==> config.mk <==
export PLATFORM = sky130hd
export DESIGN_NAME = execute_muldiv_unit_flat
export DESIGN_NICKNAME = d
export VERILOG_FILES = /design/src/rtl/execute_muldiv_unit_if.sv /design/src/rtl/execute_muldiv_unit.sv /design/src/flat_wrapper.sv
export SDC_FILE = /design/constraint.sdc
export NUM_CORES = 1
export LEC_CHECK = 0
export CAP_MARGIN = 20
export CORE_MARGIN = 4
export CORE_UTILIZATION = 54
export DETAILED_ROUTE_END_ITERATION = 7
export DONT_BUFFER_PORTS = 1
export PLACE_DENSITY = 0.7
export SYNTH_ARGS = -nofsm -noshare
export SYNTH_HDL_FRONTEND = slang
export SYNTH_SLANG_ARGS = --single-unit
==> constraint.sdc <==
create_clock -name clk -period 6.75 [get_ports clk]
set_clock_uncertainty 0.05 [all_clocks]
set_input_delay 1.35 -clock clk [delete_from_list [all_inputs] [get_ports clk]]
set_output_delay 1.35 -clock clk [all_outputs]
set_load 0.005 [all_outputs]
==> src/rtl/execute_muldiv_unit_if.sv <==
// Handshake and result bus between the ID/EX pipeline register, the
// multiply/divide unit and the EX/MEM register.
interface execute_muldiv_unit_if #(
    parameter int XLEN           = 32,
    parameter int REG_ADDR_WIDTH = 5
);
    logic                      start;
    logic                      flush;
    logic [2:0]                operation_in;
    logic [XLEN-1:0]           read_data_1;
    logic [XLEN-1:0]           read_data_2;
    logic [REG_ADDR_WIDTH-1:0] write_register_in;
    logic [XLEN-1:0]           result;
    logic                      result_valid;
    logic [REG_ADDR_WIDTH-1:0] write_register_out;
    logic                      write_out;
    logic                      busy;
    logic                      stall_out;

    // Pipeline side: presents the instruction, consumes the result.
    modport master (
        output start, flush, operation_in, read_data_1, read_data_2, write_register_in,
        input  result, result_valid, write_register_out, write_out, busy, stall_out
    );

    // Unit side.
    modport slave (
        input  start, flush, operation_in, read_data_1, read_data_2, write_register_in,
        output result, result_valid, write_register_out, write_out, busy, stall_out
    );
endinterface

==> src/rtl/execute_muldiv_unit.sv <==
// Iterative RV32M multiply/divide unit for the Execute stage.
// Radix-2 shift-add multiply and restoring divide, one bit per cycle,
// on operand magnitudes with a sign fix applied when the result is loaded.
//
// state | meaning
// IDLE  | waiting for an M-extension instruction in ID/EX
// BUSY  | one multiply/divide iteration per cycle, pipeline stalled
// DONE  | one-cycle result pulse toward EX/MEM
module execute_muldiv_unit #(
    parameter int XLEN           = 32,
    parameter int REG_ADDR_WIDTH = 5
) (
    input  logic                 clk,
    input  logic                 reset,
    execute_muldiv_unit_if.slave mdu
);
    localparam int              CNT_W   = $clog2(XLEN) + 1;
    localparam logic [XLEN-1:0] INT_MIN = {1'b1, {(XLEN-1){1'b0}}};

    typedef enum logic [1:0] {IDLE, BUSY, DONE} state_t;

    state_t                    state_q, state_d;
    logic [2:0]                op_q;
    logic [REG_ADDR_WIDTH-1:0] rd_q;
    logic [REG_ADDR_WIDTH-1:0] rd_out_q;
    logic                      neg_a_q, neg_b_q;
    logic [XLEN-1:0]           acc_hi_q;   // product high half / partial remainder
    logic [XLEN-1:0]           acc_lo_q;   // multiplier / dividend shifting into quotient
    logic [XLEN-1:0]           mag_b_q;    // multiplicand / divisor magnitude
    logic [XLEN-1:0]           result_q;
    logic [CNT_W-1:0]          count_q;

    logic                      accept;
    logic                      signed_a_in, signed_b_in;
    logic                      neg_a_in, neg_b_in;
    logic [XLEN-1:0]           mag_a_in, mag_b_in;
    logic                      div_zero_in, overflow_in, fast_in;
    logic [XLEN-1:0]           fast_result;
    logic                      last_iter;

    logic [XLEN:0]             mul_sum;
    logic [XLEN:0]             rem_shift;
    logic                      div_borrow;
    logic [XLEN-1:0]           div_diff;
    logic [XLEN-1:0]           step_hi, step_lo;
    logic [2*XLEN-1:0]         product, product_fix;
    logic [XLEN-1:0]           quot_fix, rem_fix;
    logic [XLEN-1:0]           final_result;

    assign accept      = (state_q == IDLE) && mdu.start && !mdu.flush;
    assign last_iter   = (state_q == BUSY) && (count_q == CNT_W'(XLEN - 1));

    // MULH, MULHSU, DIV and REM treat rs1 as signed; MULHSU keeps rs2 unsigned.
    assign signed_a_in = (mdu.operation_in == 3'd1) || (mdu.operation_in == 3'd2) ||
                         (mdu.operation_in == 3'd4) || (mdu.operation_in == 3'd6);
    assign signed_b_in = (mdu.operation_in == 3'd1) || (mdu.operation_in == 3'd4) ||
                         (mdu.operation_in == 3'd6);
    assign neg_a_in    = signed_a_in && mdu.read_data_1[XLEN-1];
    assign neg_b_in    = signed_b_in && mdu.read_data_2[XLEN-1];
    assign mag_a_in    = neg_a_in ? -mdu.read_data_1 : mdu.read_data_1;
    assign mag_b_in    = neg_b_in ? -mdu.read_data_2 : mdu.read_data_2;

    assign div_zero_in = mdu.operation_in[2] && (mdu.read_data_2 == '0);
    assign overflow_in = mdu.operation_in[2] && !mdu.operation_in[0] &&
                         (mdu.read_data_1 == INT_MIN) && (mdu.read_data_2 == '1);
    assign fast_in     = div_zero_in || overflow_in;

    // Architectural results for divide-by-zero and signed overflow (bit 1 selects REM/REMU).
    always_comb begin
        fast_result = '0;
        if (div_zero_in) begin
            fast_result = mdu.operation_in[1] ? mdu.read_data_1 : '1;
        end else begin
            fast_result = mdu.operation_in[1] ? '0 : INT_MIN;
        end
    end

    // One multiply or restoring-divide iteration computed from the current registers.
    always_comb begin
        mul_sum    = {1'b0, acc_hi_q} + (acc_lo_q[0] ? {1'b0, mag_b_q} : '0);
        rem_shift  = {acc_hi_q, acc_lo_q[XLEN-1]};
        div_borrow = rem_shift < {1'b0, mag_b_q};
        div_diff   = rem_shift[XLEN-1:0] - mag_b_q;
        if (op_q[2]) begin
            step_hi = div_borrow ? rem_shift[XLEN-1:0] : div_diff;
            step_lo = {acc_lo_q[XLEN-2:0], !div_borrow};
        end else begin
            step_hi = mul_sum[XLEN:1];
            step_lo = {mul_sum[0], acc_lo_q[XLEN-1:1]};
        end
    end

    // Sign fix and result selection applied to the last iteration's outputs.
    always_comb begin
        product      = {step_hi, step_lo};
        product_fix  = (neg_a_q ^ neg_b_q) ? -product : product;
        quot_fix     = (neg_a_q ^ neg_b_q) ? -step_lo : step_lo;
        rem_fix      = neg_a_q ? -step_hi : step_hi;
        final_result = '0;
        case (op_q)
            3'd0:                final_result = product_fix[XLEN-1:0];
            3'd1, 3'd2, 3'd3:    final_result = product_fix[2*XLEN-1:XLEN];
            3'd4, 3'd5:          final_result = quot_fix;
            default:             final_result = rem_fix;
        endcase
    end

    // Next-state logic; flush wins over the final iteration.
    always_comb begin
        state_d = state_q;
        case (state_q)
            IDLE: begin
                if (accept) begin
                    state_d = fast_in ? DONE : BUSY;
                end
            end
            BUSY: begin
                if (mdu.flush) begin
                    state_d = IDLE;
                end else if (last_iter) begin
                    state_d = DONE;
                end
            end
            DONE:    state_d = IDLE;
            default: state_d = IDLE;
        endcase
    end

    // State register.
    always_ff @(posedge clk) begin
        if (!reset) begin
            state_q <= IDLE;
        end else begin
            state_q <= state_d;
        end
    end

    // Operand capture, iteration datapath and result registers.
    always_ff @(posedge clk) begin
        if (!reset) begin
            op_q     <= '0;
            rd_q     <= '0;
            rd_out_q <= '0;
            neg_a_q  <= 1'b0;
            neg_b_q  <= 1'b0;
            acc_hi_q <= '0;
            acc_lo_q <= '0;
            mag_b_q  <= '0;
            result_q <= '0;
            count_q  <= '0;
        end else begin
            case (state_q)
                IDLE: begin
                    if (accept) begin
                        op_q     <= mdu.operation_in;
                        rd_q     <= mdu.write_register_in;
                        neg_a_q  <= neg_a_in;
                        neg_b_q  <= neg_b_in;
                        acc_hi_q <= '0;
                        acc_lo_q <= mag_a_in;
                        mag_b_q  <= mag_b_in;
                        count_q  <= '0;
                        if (fast_in) begin
                            result_q <= fast_result;
                            rd_out_q <= mdu.write_register_in;
                        end
                    end
                end
                BUSY: begin
                    if (!mdu.flush) begin
                        acc_hi_q <= step_hi;
                        acc_lo_q <= step_lo;
                        count_q  <= count_q + 1'b1;
                        if (last_iter) begin
                            result_q <= final_result;
                            rd_out_q <= rd_q;
                        end
                    end
                end
                default: ;
            endcase
        end
    end

    assign mdu.result             = result_q;
    assign mdu.write_register_out = rd_out_q;
    assign mdu.result_valid       = (state_q == DONE);
    assign mdu.write_out          = (state_q == DONE) && (rd_out_q != '0);
    assign mdu.busy               = (state_q != IDLE);
    assign mdu.stall_out          = (state_q == BUSY) || accept;
endmodule
==> src/flat_wrapper.sv <==
// flat-port wrapper written by rule: the top's interface ports become plain ports
module execute_muldiv_unit_flat 
#(
    parameter int XLEN           = 32,
    parameter int REG_ADDR_WIDTH = 5
)
  (clk, reset, mdu_start, mdu_flush, mdu_operation_in, mdu_read_data_1, mdu_read_data_2, mdu_write_register_in, mdu_result, mdu_result_valid, mdu_write_register_out, mdu_write_out, mdu_busy, mdu_stall_out);
  execute_muldiv_unit_if #(.XLEN(XLEN), .REG_ADDR_WIDTH(REG_ADDR_WIDTH)) mdu_i ();
  input  logic clk;
  input  logic reset;
  input wire logic [$bits(mdu_i.start)-1:0] mdu_start;
  input wire logic [$bits(mdu_i.flush)-1:0] mdu_flush;
  input wire logic [$bits(mdu_i.operation_in)-1:0] mdu_operation_in;
  input wire logic [$bits(mdu_i.read_data_1)-1:0] mdu_read_data_1;
  input wire logic [$bits(mdu_i.read_data_2)-1:0] mdu_read_data_2;
  input wire logic [$bits(mdu_i.write_register_in)-1:0] mdu_write_register_in;
  output wire logic [$bits(mdu_i.result)-1:0] mdu_result;
  output wire logic [$bits(mdu_i.result_valid)-1:0] mdu_result_valid;
  output wire logic [$bits(mdu_i.write_register_out)-1:0] mdu_write_register_out;
  output wire logic [$bits(mdu_i.write_out)-1:0] mdu_write_out;
  output wire logic [$bits(mdu_i.busy)-1:0] mdu_busy;
  output wire logic [$bits(mdu_i.stall_out)-1:0] mdu_stall_out;
  assign mdu_i.start = mdu_start;
  assign mdu_i.flush = mdu_flush;
  assign mdu_i.operation_in = mdu_operation_in;
  assign mdu_i.read_data_1 = mdu_read_data_1;
  assign mdu_i.read_data_2 = mdu_read_data_2;
  assign mdu_i.write_register_in = mdu_write_register_in;
  assign mdu_result = mdu_i.result;
  assign mdu_result_valid = mdu_i.result_valid;
  assign mdu_write_register_out = mdu_i.write_register_out;
  assign mdu_write_out = mdu_i.write_out;
  assign mdu_busy = mdu_i.busy;
  assign mdu_stall_out = mdu_i.stall_out;
  execute_muldiv_unit #(.XLEN(XLEN), .REG_ADDR_WIDTH(REG_ADDR_WIDTH)) u_core (.clk(clk), .reset(reset), .mdu(mdu_i));
endmodule
==> results of run 1 <==
==> area by class of cell <==
class / count / area [um2] / area share (%)
multi-input cells: 1823 / 11800 / 71.3
flip-flops and latches: 151 / 3030 / 18.3
well taps: 378 / 473 / 2.87
clock buffers: 18 / 439 / 2.66
repair buffers: 48 / 370 / 2.24
inverters: 69 / 259 / 1.57
clock inverters: 14 / 176 / 1.07
==> placed cells by master (no fill, tap or decap), drive strengths merged, types with 34 or more instances in the layout <==
| cell | count |
|---|---|
| o211a | 36 |
| o211ai | 62 |
| a21o | 34 |
| xor2 | 70 |
| xnor2 | 95 |
| ha | 70 |
| buf | 48 |
| a21oi | 181 |
| nor3 | 56 |
| a21boi | 38 |
| o21ai | 152 |
| dfxtp | 151 |
| nor2b | 44 |
| nand3 | 44 |
| a31oi | 35 |
| nor2 | 171 |
| and2 | 64 |
| inv | 78 |
| nand4 | 36 |
| nand2 | 264 |
==> final timing paths <==
path | to | slack (ns) | startpoint
worst max-delay path | u_core.mdu.result[29]$_SDFFE_PN0P_ | 0.40 | u_core.acc_lo_q[0]$_SDFFE_PN0P_
worst min-delay path | u_core.rd_q[0]$_SDFFE_PN0P_ | 0.41 | u_core.rd_q[0]$_SDFFE_PN0P_
worst max register to register | u_core.mdu.result[29]$_SDFFE_PN0P_ | 0.40 | u_core.acc_lo_q[0]$_SDFFE_PN0P_
worst min register to register | u_core.rd_q[0]$_SDFFE_PN0P_ | 0.41 | u_core.rd_q[0]$_SDFFE_PN0P_
==> sequential cells by signal, indices dropped and copies added, names as in the netlist <==
register                       flops
u_core.acc_hi_q                   32
u_core.acc_lo_q                   32
u_core.count_q                     6
u_core.mag_b_q                    32
u_core.mdu.result                 32
u_core.mdu.write_register_out      5
u_core.neg_a_q                     1
u_core.neg_b_q                     1
u_core.op_q                        3
u_core.rd_q                        5
u_core.state_q                     2
==> layer usage <==
metal | wire, um | share of wire, % | GRT usage (%)
met1 | 25600 | 42 | 53.0
met4 | 1860 | 3.0 | 11.8
met2 | 25500 | 41 | 54.3
met3 | 8540 | 14 | 13.7
met5 | 14 | 0.023 | 0
==> critical path, cell delays in order (launching register included) <==
cell and delay (ns):
dfxtp_1 0.66, buf_4 0.39, and2_1 0.22, ha_1 0.30, nand3_1 0.22, o311ai_2 0.42, nand3_1 0.21, a31oi_1 0.75
mux2i_1 0.26, o211ai_1 0.31, a211oi_1 0.40, nand4_1 0.43, or3_1 0.54, o41ai_1 0.49, xor2_1 0.21, a21oi_1 0.11
o31a_1 0.25
==> logic make-up (layout without fill, tap and decap cells) <==
kind of cell	after synthesis	in the layout	share of synthesized area, %
buffers and inverters	207	149	5.34
XOR/XNOR	165	165	9.28
flip-flops	151	151	19.4
multiplexers	43	43	2.85
AND/OR/NAND/NOR	795	795	24.7
AO/OA/AOI/OAI	748	748	32.5
adder cells (fa/ha/maj)	72	72	5.88
==> power breakdown <==
part / leakage (nW) / internal [W] / total (W) / switching, W
registers: 1.23 / 0.000924 / 0.000973 / 0.0000494
clock network: 0.301 / 0.000573 / 0.00104 / 0.000469
logic: 5.08 / 0.000276 / 0.000808 / 0.000531
total: 6.60 / 0.00177 / 0.00282 / 0.00105
==> through the flow <==
stage	hold slack (ns)	setup WS [ns]
after floorplan	0.387	2.23
after global placement	0.393	0.652
after detailed placement	0.405	0.674
after CTS	0.416	0.639
after global routing	0.438	0.245
final	0.415	0.400
==> insert_results.sql, run 1 <==
INSERT INTO impl_metrics (metric_group, metric, value, unit) VALUES
('cts', 'cts-buffers-inserted', '17', ''),
('layout', 'fin_nets', '2258', ''),
('power_and_ir_drop', 'fin_total_pwr', '0.00282', 'W'),
('critical_path', 'cp_max_fo', '26', ''),
('timing', 'timing.slew.headroom', '23.2', '%'),
('route', 'avgRoutedWirePerCell', '24.6', 'um'),
('layout', 'layout-drive-gt1-share', '6.26', '%'),
('power_and_ir_drop', 'power_leakage', '6.60', 'nW'),
('placement', 'dpl-instance-area', '15900', 'um2'),
('cts', 'cts-htree-levels', '4', ''),
('layout', 'nFillCells', '2743', ''),
('yosys', 'biggest_area_consumer_among_synthesized_cells', 'dfxtp_1', ''),
('floorplanning', 'fp-row-count', '61', ''),
('layout', 'final_util', '58.8', '%'),
('cts', 'clock-sinks', '151', ''),
('yosys', 'synth_flop_cell', 'dfxtp_1', ''),
('critical_path', 'critical_path_arrival', '6.63', 'ns'),
('placement', 'number_of_placed_instances_taps_included', '2467', ''),
('floorplanning', 'design.portCount', '117', ''),
('yosys', 'yosys_register_bits', '151', ''),
('route', 'drc', '0', ''),
('timing', 'timing.final.setup_violations', '0', ''),
('yosys', 'synth_edf_count', '0', ''),
('layout', 'layout.cells.non_filler', '2501', ''),
('route', 'initialDrtViolationCount', '2092', ''),
('yosys', 'netlist_instances', '2181', ''),
('worst_hold_path', 'whs_path_depth', '2', ''),
('global_route', 'pin_count_of_the_biggest_net_entering_global_routing', '130', ''),
('critical_path', 'worstRegToRegCells', '16', ''),
('global_route', 'grt_pass1_wl', '93700', 'um'),
('critical_path', 'path_class', 'reg -> reg', ''),
('route', 'routed-via-count', '17200', ''),
('yosys', 'post_synth_instance_area', '15600', 'um2'),
('yosys', 'synth.lib_cells_used.distinct', '92', ''),
('floorplanning', 'core_area', '28100', 'um2'),
('cts', 'clk_pin_slew', '0.08', 'ns'),
('critical_path', 'crit_path_start_kind', 'flop', ''),
('cts', 'cts_resized', '0', ''),
('power_and_ir_drop', 'p_per_area', '171', 'nW/um2'),
('yosys', 'synth_largest_type_area_fraction', '19.4', '%'),
('floorplanning', 'die_w', '178', 'um'),
('yosys', 'syn-num-nets', '2329', ''),
('route', 'finalWirelength', '61500', 'um'),
('timing', 'final.period_utilization', '94.1', '%'),
('timing', 'layout_min_cycle_time', '6.35', 'ns'),
('timing', 'slew_violations', '0', ''),
('global_route', 'grt-ovfl-total', '0', ''),
('yosys', 'syn-mean-instance-area', '7.14', 'um2'),
('floorplanning', 'initial_core_utilization', '55.4', '%'),
('cts', 'cts_tree', 'done', ''),
('critical_path', 'critical_path.endpoint_type', 'flop', ''),
('floorplanning', 'fp.dieArea', '31600', 'um2'),
('route', 'post_drt_via_cell_ratio', '6.88', ''),
('timing', 'achievable-frequency', '0.157', 'GHz'),
('layout', 'fin_area', '16500', 'um2'),
('global_route', 'antenna_violations_before_repair', '1', ''),
('yosys', 'synth_seq_area_share', '19.4', '%'),
('timing', 'unrepaired_setup_endpoints_after_global_routing', 'false', ''),
('route', 'final_antenna_net_count', '0', ''),
('route', 'drt_pass1_iterations', '6', ''),
('power_and_ir_drop', 'vdd_drop_max', '0.173', 'mV'),
('cts', 'cts_buffer_depth', '2', ''),
('layout', 'antenna_cells_inserted', '0', ''),
('cts', 'number_of_setup_buffers_added_after_cts', '0', ''),
('placement', 'post-dp-hpwl', '46400', 'um'),
('cts', 'hold_buffers', '0', ''),
('worst_hold_path', 'worst_hold_path_type', 'reg -> reg', ''),
('yosys', 'synth.cells.most_frequent', '263 x nand2_1, 176 x a21oi_1, 171 x nor2_1, 151 x dfxtp_1, 144 x o21ai_0', ''),
('timing', 'tightest_slew', '1.15', 'ns'),
('timing', 'finalHoldViolCount', '0', ''),
('placement', 'io_buffer_count', '0', ''),
('yosys', 'yosys_warnings', '0', ''),
('critical_path', 'worstPathRequired', '7.03', 'ns'),
('floorplanning', 'die_extent_in_y', '178', 'um'),
('flow_run', 'max_cap_violations', '0', ''),
('yosys', 'synth-async-reset-ratio', '0', '%'),
('cts', 'cts_root_buffer', 'clkbuf_16', ''),
('global_route', 'first_global_vias', '15600', ''),
('cts', 'insertion_delay', '0.45', 'ns'),
('yosys', 'post-synth-top-count-cell', 'nand2_1', ''),
('timing', 'finalSetupTns', '0', 'ns'),
('yosys', 'most_area_consuming_cells_after_synthesis', 'dfxtp_1 19%, nand2_1 6.3%, a21oi_1 5.7%', ''),
('layout', 'area_delta_synth_final', '5.98', '%'),
('placement', 'globalplace.congestion', '1.03', ''),
('global_route', 'groute.usage.overall', '37.9', '%'),
('outcome', 'outcome', 'finished, final reports clean', '');
(Power assumes the default switching activity.)
==> inputs of run 2 (changes only) <==
==> constraint.sdc (replaced) <==
create_clock -name clk -period 6.8 [get_ports clk]
set_clock_uncertainty 0.05 [all_clocks]
set_input_delay 1.36 -clock clk [delete_from_list [all_inputs] [get_ports clk]]
set_output_delay 1.36 -clock clk [all_outputs]
set_load 0.005 [all_outputs]
==> run 2 against run 1 <==
Net effect:
- setup slack better by 0.22 ns
- routed wire length down 1.1%
- combinational power down 0.5%
- critical endpoint is now u_core.mdu.result[31]$_SDFFE_PN0P_
- first-iteration DRC count up 9.7%
- non-clock buffer count down 1
- highest routed layer is now met4
- largest power group unchanged
==> insert_results.sql, run 2 (synthesis gave the netlist of run 1 again) <==
INSERT INTO impl_metrics (metric_group, metric, value, unit) VALUES
('global_route', 'groute.usage.overall', '37.6', '%'),
('timing', 'tightest_slew', '0.981', 'ns'),
('floorplanning', 'fp-row-count', '61', ''),
('timing', 'slew_violations', '0', ''),
('route', 'drc', '0', ''),
('global_route', 'first_global_vias', '15700', ''),
('cts', 'cts-htree-levels', '4', ''),
('cts', 'cts_root_buffer', 'clkbuf_16', ''),
('timing', 'achievable-frequency', '0.162', 'GHz'),
('outcome', 'outcome', 'finished, final reports clean', ''),
('cts', 'cts_buffer_depth', '2', ''),
('worst_hold_path', 'min_from', 'u_core.rd_q[1]$_SDFFE_PN0P_', ''),
('placement', 'globalplace.congestion', '1.03', ''),
('power_and_ir_drop', 'vdd_drop_max', '0.165', 'mV'),
('global_route', 'grt-ovfl-total', '0', ''),
('global_route', 'pin_count_of_the_biggest_net_entering_global_routing', '130', ''),
('floorplanning', 'die_extent_in_y', '178', 'um'),
('critical_path', 'worstPathRequired', '7.09', 'ns'),
('critical_path', 'crit-reg2reg-launch', 'u_core.acc_lo_q[0]$_SDFFE_PN0P_', ''),
('cts', 'clk_pin_slew', '0.07', 'ns'),
('floorplanning', 'fp.dieArea', '31600', 'um2'),
('critical_path', 'timing.critical_path.from', 'u_core.acc_lo_q[0]$_SDFFE_PN0P_', ''),
('power_and_ir_drop', 'power_leakage', '6.58', 'nW'),
('worst_hold_path', 'whs_path_depth', '2', ''),
('timing', 'fin_hold_ws', '0.411', 'ns'),
('power_and_ir_drop', 'p_per_area', '168', 'nW/um2'),
('flow_run', 'max_cap_violations', '0', ''),
('timing', 'final.period_utilization', '90.8', '%'),
('timing', 'layout_min_cycle_time', '6.18', 'ns'),
('route', 'avgRoutedWirePerCell', '24.4', 'um'),
('timing', 'setup_ws', '0.623', 'ns'),
('placement', 'dpl-instance-area', '15900', 'um2'),
('timing', 'timing.slew.headroom', '34.4', '%'),
('cts', 'clock-sinks', '151', ''),
('cts', 'number_of_setup_buffers_added_after_cts', '0', ''),
('placement', 'io_buffer_count', '0', ''),
('cts', 'insertion_delay', '0.44', 'ns'),
('route', 'finalWirelength', '60900', 'um'),
('timing', 'finalHoldViolCount', '0', ''),
('critical_path', 'critical_path.endpoint_type', 'flop', ''),
('layout', 'area_delta_synth_final', '5.74', '%'),
('cts', 'cts-buffers-inserted', '17', ''),
('placement', 'post-dp-hpwl', '46300', 'um'),
('critical_path', 'crit_path_start_kind', 'flop', ''),
('route', 'final_antenna_net_count', '0', ''),
('layout', 'antenna_cells_inserted', '0', ''),
('timing', 'timing.final.setup_violations', '0', ''),
('floorplanning', 'design.portCount', '117', ''),
('route', 'routed-via-count', '17200', ''),
('layout', 'fin_nets', '2257', ''),
('layout', 'layout.cells.most_common', 'nand2_1', ''),
('route', 'initialDrtViolationCount', '2295', ''),
('critical_path', 'path_class', 'reg -> reg', ''),
('layout', 'fin_area', '16500', 'um2'),
('route', 'post_drt_via_cell_ratio', '6.88', ''),
('floorplanning', 'initial_core_utilization', '55.4', '%'),
('worst_hold_path', 'worst_hold_path_type', 'reg -> reg', ''),
('route', 'drt_pass1_iterations', '6', ''),
('timing', 'finalSetupTns', '0', 'ns'),
('global_route', 'antenna_violations_before_repair', '0', ''),
('cts', 'hold_buffers', '0', ''),
('layout', 'layout-drive-gt1-share', '6.27', '%'),
('layout', 'final_util', '58.6', '%'),
('critical_path', 'critical_path_arrival', '6.47', 'ns'),
('critical_path', 'worstRegToRegCells', '16', ''),
('timing', 'unrepaired_setup_endpoints_after_global_routing', 'false', ''),
('placement', 'dpl_worst_slack', '1.04', 'ns'),
('layout', 'layout_common_cells', '263 x nand2_1, 176 x a21oi_1, 169 x nor2_1', ''),
('floorplanning', 'die_w', '178', 'um'),
('floorplanning', 'core_area', '28100', 'um2'),
('global_route', 'grt_pass1_wl', '93000', 'um'),
('cts', 'cts_tree', 'done', ''),
('critical_path', 'cp_max_fo', '13', ''),
('cts', 'cts_resized', '0', '');
## run 2: through the flow
step,total power [W],cells
after CTS,0.00273,2498
after global placement,0.00175,2466
after global routing,0.00287,2500
after detailed placement,0.00176,2466
final,0.00276,2500
after floorplan,0.00154,2181
## run 2: where the power goes
group	internal (W)	switching [W]	total (W)
sequential	0.000917	0.0000515	0.000969
combinational	0.000275	0.000529	0.000804
clock	0.000536	0.000452	0.000988
total	0.00173	0.00103	0.00276
## run 2: final timing paths
kind	end	slack [ns]
min	u_core.rd_q[1]$_SDFFE_PN0P_	0.41
max	u_core.mdu.result[31]$_SDFFE_PN0P_	0.62
max reg2reg	u_core.mdu.result[31]$_SDFFE_PN0P_	0.62
min reg2reg	u_core.rd_q[1]$_SDFFE_PN0P_	0.41
## run 2: layout make-up
cell class / count / area [um2]
Inverter: 69 / 259
Multi-Input combinational cell: 1823 / 11800
Clock buffer: 19 / 453
Sequential cell: 151 / 3030
Tap cell: 378 / 473
Clock inverter: 13 / 134
Timing Repair Buffer: 47 / 350
Fill cell: 2686 / 11600
## run 2: worst max-delay path: stages (launching register included)
cell and delay, ns:
dfxtp_1 0.59, buf_4 0.26, and2_1 0.20, ha_1 0.27, a211oi_1 0.49, o211ai_1 0.32, nand2_1 0.29, a21oi_1 0.11
o21ai_0 0.66, o21ai_0 0.33, mux2i_1 0.19, o22a_1 0.33, or4_1 0.62, nor4b_1 0.47, nand2_1 0.13, or4b_1 0.49
a31oi_1 0.27
## run 2: per-layer routing
metal	part of all wire, %	global-route usage, %
met3	14	13.7
met5	0	0
met1	43	54.0
met2	40	52.8
met4	2.7	10.2
==> inputs of run 3 (changes only) <==
--- a/config.mk
+++ b/config.mk
@@ -7,10 +7,11 @@
 export LEC_CHECK = 0
 export CAP_MARGIN = 20
 export CORE_MARGIN = 4
-export CORE_UTILIZATION = 54
+export CORE_UTILIZATION = 30
 export DETAILED_ROUTE_END_ITERATION = 7
 export DONT_BUFFER_PORTS = 1
-export PLACE_DENSITY = 0.7
+export PLACE_DENSITY = 0.45
+export SKIP_CTS_REPAIR_TIMING = 1
 export SYNTH_ARGS = -nofsm -noshare
 export SYNTH_HDL_FRONTEND = slang
 export SYNTH_SLANG_ARGS = --single-unit
==> run 3 against run 2 <==
Net effect:
- combinational power is 5.1% higher
- sequential power fell by 0.4%
- cell count grew 12%
- worst hold slack lost 0.0010 ns
- die area grew 76%
- utilization is 26 points lower
- register-to-register slack improved by 0.25 ns
- fmax is 4.2% higher
- global-route usage is 13 points lower
- setup slack improved by 0.25 ns
- clock power increased by 5%
- critical endpoint is now u_core.mdu.result[27]$_SDFFE_PN0P_
- largest power group unchanged
==> insert_results.sql, run 3 (synthesis gave the netlist of run 1 again) <==
INSERT INTO impl_metrics (metric_group, metric, value, unit) VALUES
('critical_path', 'worstPathRequired', '7.17', 'ns'),
('timing', 'slew_violations', '0', ''),
('floorplanning', 'design.portCount', '117', ''),
('floorplanning', 'core_area', '51400', 'um2'),
('global_route', 'groute.usage.overall', '24.7', '%'),
('worst_hold_path', 'whs_path_depth', '2', ''),
('timing', 'tightest_slew', '1.06', 'ns'),
('placement', 'io_buffer_count', '0', ''),
('worst_hold_path', 'worst_hold_path_type', 'reg -> reg', ''),
('outcome', 'outcome', 'finished, final reports clean', ''),
('cts', 'cts-htree-levels', '4', ''),
('power_and_ir_drop', 'fin_total_pwr', '0.00285', 'W'),
('timing', 'timing.final.setup_violations', '0', ''),
('layout', 'final_util', '32.9', '%'),
('timing', 'finalHoldViolCount', '0', ''),
('layout', 'layout.cells.most_common', 'nand2_1', ''),
('floorplanning', 'die_extent_in_y', '236', 'um'),
('route', 'avgRoutedWirePerCell', '25.2', 'um'),
('layout', 'nFillCells', '5644', ''),
('layout', 'area_delta_synth_final', '8.73', '%'),
('cts', 'clk_pin_slew', '0.08', 'ns'),
('layout', 'fin_nets', '2263', ''),
('cts', 'insertion_delay', '0.50', 'ns'),
('route', 'routed-via-count', '16900', ''),
('critical_path', 'timing.critical_path.from', 'u_core.mag_b_q[18]$_SDFFE_PN0P_', ''),
('power_and_ir_drop', 'vdd_drop_max', '0.166', 'mV'),
('floorplanning', 'fp.dieArea', '55600', 'um2'),
('layout', 'layout-drive-gt1-share', '6.48', '%'),
('layout', 'layout_common_cells', '263 x nand2_1, 176 x a21oi_1, 169 x nor2_1', ''),
('global_route', 'antenna_violations_before_repair', '4', ''),
('timing', 'finalSetupTns', '0', 'ns'),
('timing', 'final.period_utilization', '87.1', '%'),
('global_route', 'pin_count_of_the_biggest_net_entering_global_routing', '130', ''),
('critical_path', 'cp_max_fo', '11', ''),
('cts', 'cts-buffers-inserted', '17', ''),
('critical_path', 'path_class', 'reg -> reg', ''),
('cts', 'clock-sinks', '151', ''),
('timing', 'achievable-frequency', '0.169', 'GHz'),
('global_route', 'first_global_vias', '16000', ''),
('placement', 'post-dp-hpwl', '54700', 'um'),
('flow_run', 'max_cap_violations', '0', ''),
('route', 'drt_pass1_iterations', '5', ''),
('floorplanning', 'fp-row-count', '83', ''),
('power_and_ir_drop', 'p_per_area', '168', 'nW/um2'),
('global_route', 'grt_pass1_wl', '106000', 'um'),
('critical_path', 'critical_path_arrival', '6.30', 'ns'),
('route', 'finalWirelength', '70900', 'um'),
('timing', 'layout_min_cycle_time', '5.93', 'ns'),
('floorplanning', 'initial_core_utilization', '30.3', '%'),
('timing', 'timing.slew.headroom', '29.0', '%'),
('worst_hold_path', 'min_from', 'u_core.rd_q[0]$_SDFFE_PN0P_', ''),
('floorplanning', 'die_w', '236', 'um'),
('power_and_ir_drop', 'power_leakage', '6.63', 'nW'),
('route', 'initialDrtViolationCount', '1695', ''),
('critical_path', 'critical_path.endpoint_type', 'flop', ''),
('global_route', 'grt-ovfl-total', '0', ''),
('route', 'final_antenna_net_count', '0', ''),
('critical_path', 'worstRegToRegCells', '16', ''),
('cts', 'cts_tree', 'done', ''),
('cts', 'cts_root_buffer', 'clkbuf_16', ''),
('placement', 'globalplace.congestion', '0.937', ''),
('timing', 'unrepaired_setup_endpoints_after_global_routing', 'false', ''),
('cts', 'cts_buffer_depth', '2', ''),
('route', 'post_drt_via_cell_ratio', '6.00', ''),
('route', 'drc', '0', ''),
('critical_path', 'crit_path_start_kind', 'flop', ''),
('critical_path', 'crit-reg2reg-launch', 'u_core.mag_b_q[18]$_SDFFE_PN0P_', '');
## run 3: changes by cell type in the layout (fill, tap and decap cells not counted), sizes merged
| cell | change |
|---|---|
| clkbuf | -2 |
| buf | +6 |
| inv | +2 |
| clkinv | +2 |
| clkinvlp | -2 |
| diode | +1 |
## run 3: per-layer routing
| metal | wire (um) | up-vias | global-route usage (%) | part of all wire [%] |
|---|---|---|---|---|
| met3 | 5340 | 84 | 4.81 | 7.5 |
| met2 | 31600 | 658 | 38.6 | 45 |
| met1 | 32200 | 8234 | 34.5 | 45 |
| li1 | - | 7883 | - | - |
| met5 | 13 | - | 0 | 0.018 |
| met4 | 1760 | 2 | 7.30 | 2.5 |
## run 3: where the power goes
group / internal (W) / total (W) / switching [W] / leakage [nW]
Sequential: 0.000917 / 0.000965 / 0.0000476 / 1.23
Clock: 0.000528 / 0.00104 / 0.000516 / 0.300
Combinational: 0.000277 / 0.000845 / 0.000568 / 5.11
## run 3: area by class of cell
| cell class | instances | area (um2) | share of cell area, % |
|---|---|---|---|
| Sequential cell | 151 | 3030 | 17.9 |
| Inverter | 69 | 259 | 1.53 |
| Timing Repair Buffer | 53 | 428 | 2.53 |
| Clock inverter | 15 | 181 | 1.07 |
| Tap cell | 680 | 851 | 5.02 |
| Multi-Input combinational cell | 1823 | 11800 | 69.4 |
| Antenna cell | 1 | 2.50 | 0.0148 |
| Clock buffer | 17 | 425 | 2.51 |
## run 3: worst max-delay path, stage by stage (launching register included)
cell,delay [ns]
dfxtp_1,0.36
inv_1,0.05
ha_1,0.40
a21oi_1,0.33
o21ai_2,0.14
a21o_1,0.21
a21oi_2,0.54
buf_4,0.29
nand2_1,0.43
a311o_1,0.63
a2111oi_1,0.74
nand3_1,0.23
o41ai_1,0.58
xnor2_1,0.19
a21oi_1,0.08
or3_1,0.39
a31oi_1,0.19
## run 3: through the flow
stage	setup slack, ns	hold WS [ns]	cell area, um2	cells
4_1_cts	0.973	0.411	16900	2807
3_3_place_gp	0.795	0.392	16300	2774
5_1_grt	0.561	0.448	16900	2808
3_5_place_dp	1.05	0.401	16300	2775
2_1_floorplan	2.28	0.387	15600	2181
6_report	0.874	0.410	16900	2809
## run 3: worst paths after layout
kind | to | slack, ns
setup reg to reg | u_core.mdu.result[27]$_SDFFE_PN0P_ | 0.87
hold reg to reg | u_core.rd_q[0]$_SDFFE_PN0P_ | 0.41
setup / recovery | u_core.mdu.result[27]$_SDFFE_PN0P_ | 0.87
hold / removal | u_core.rd_q[0]$_SDFFE_PN0P_ | 0.41
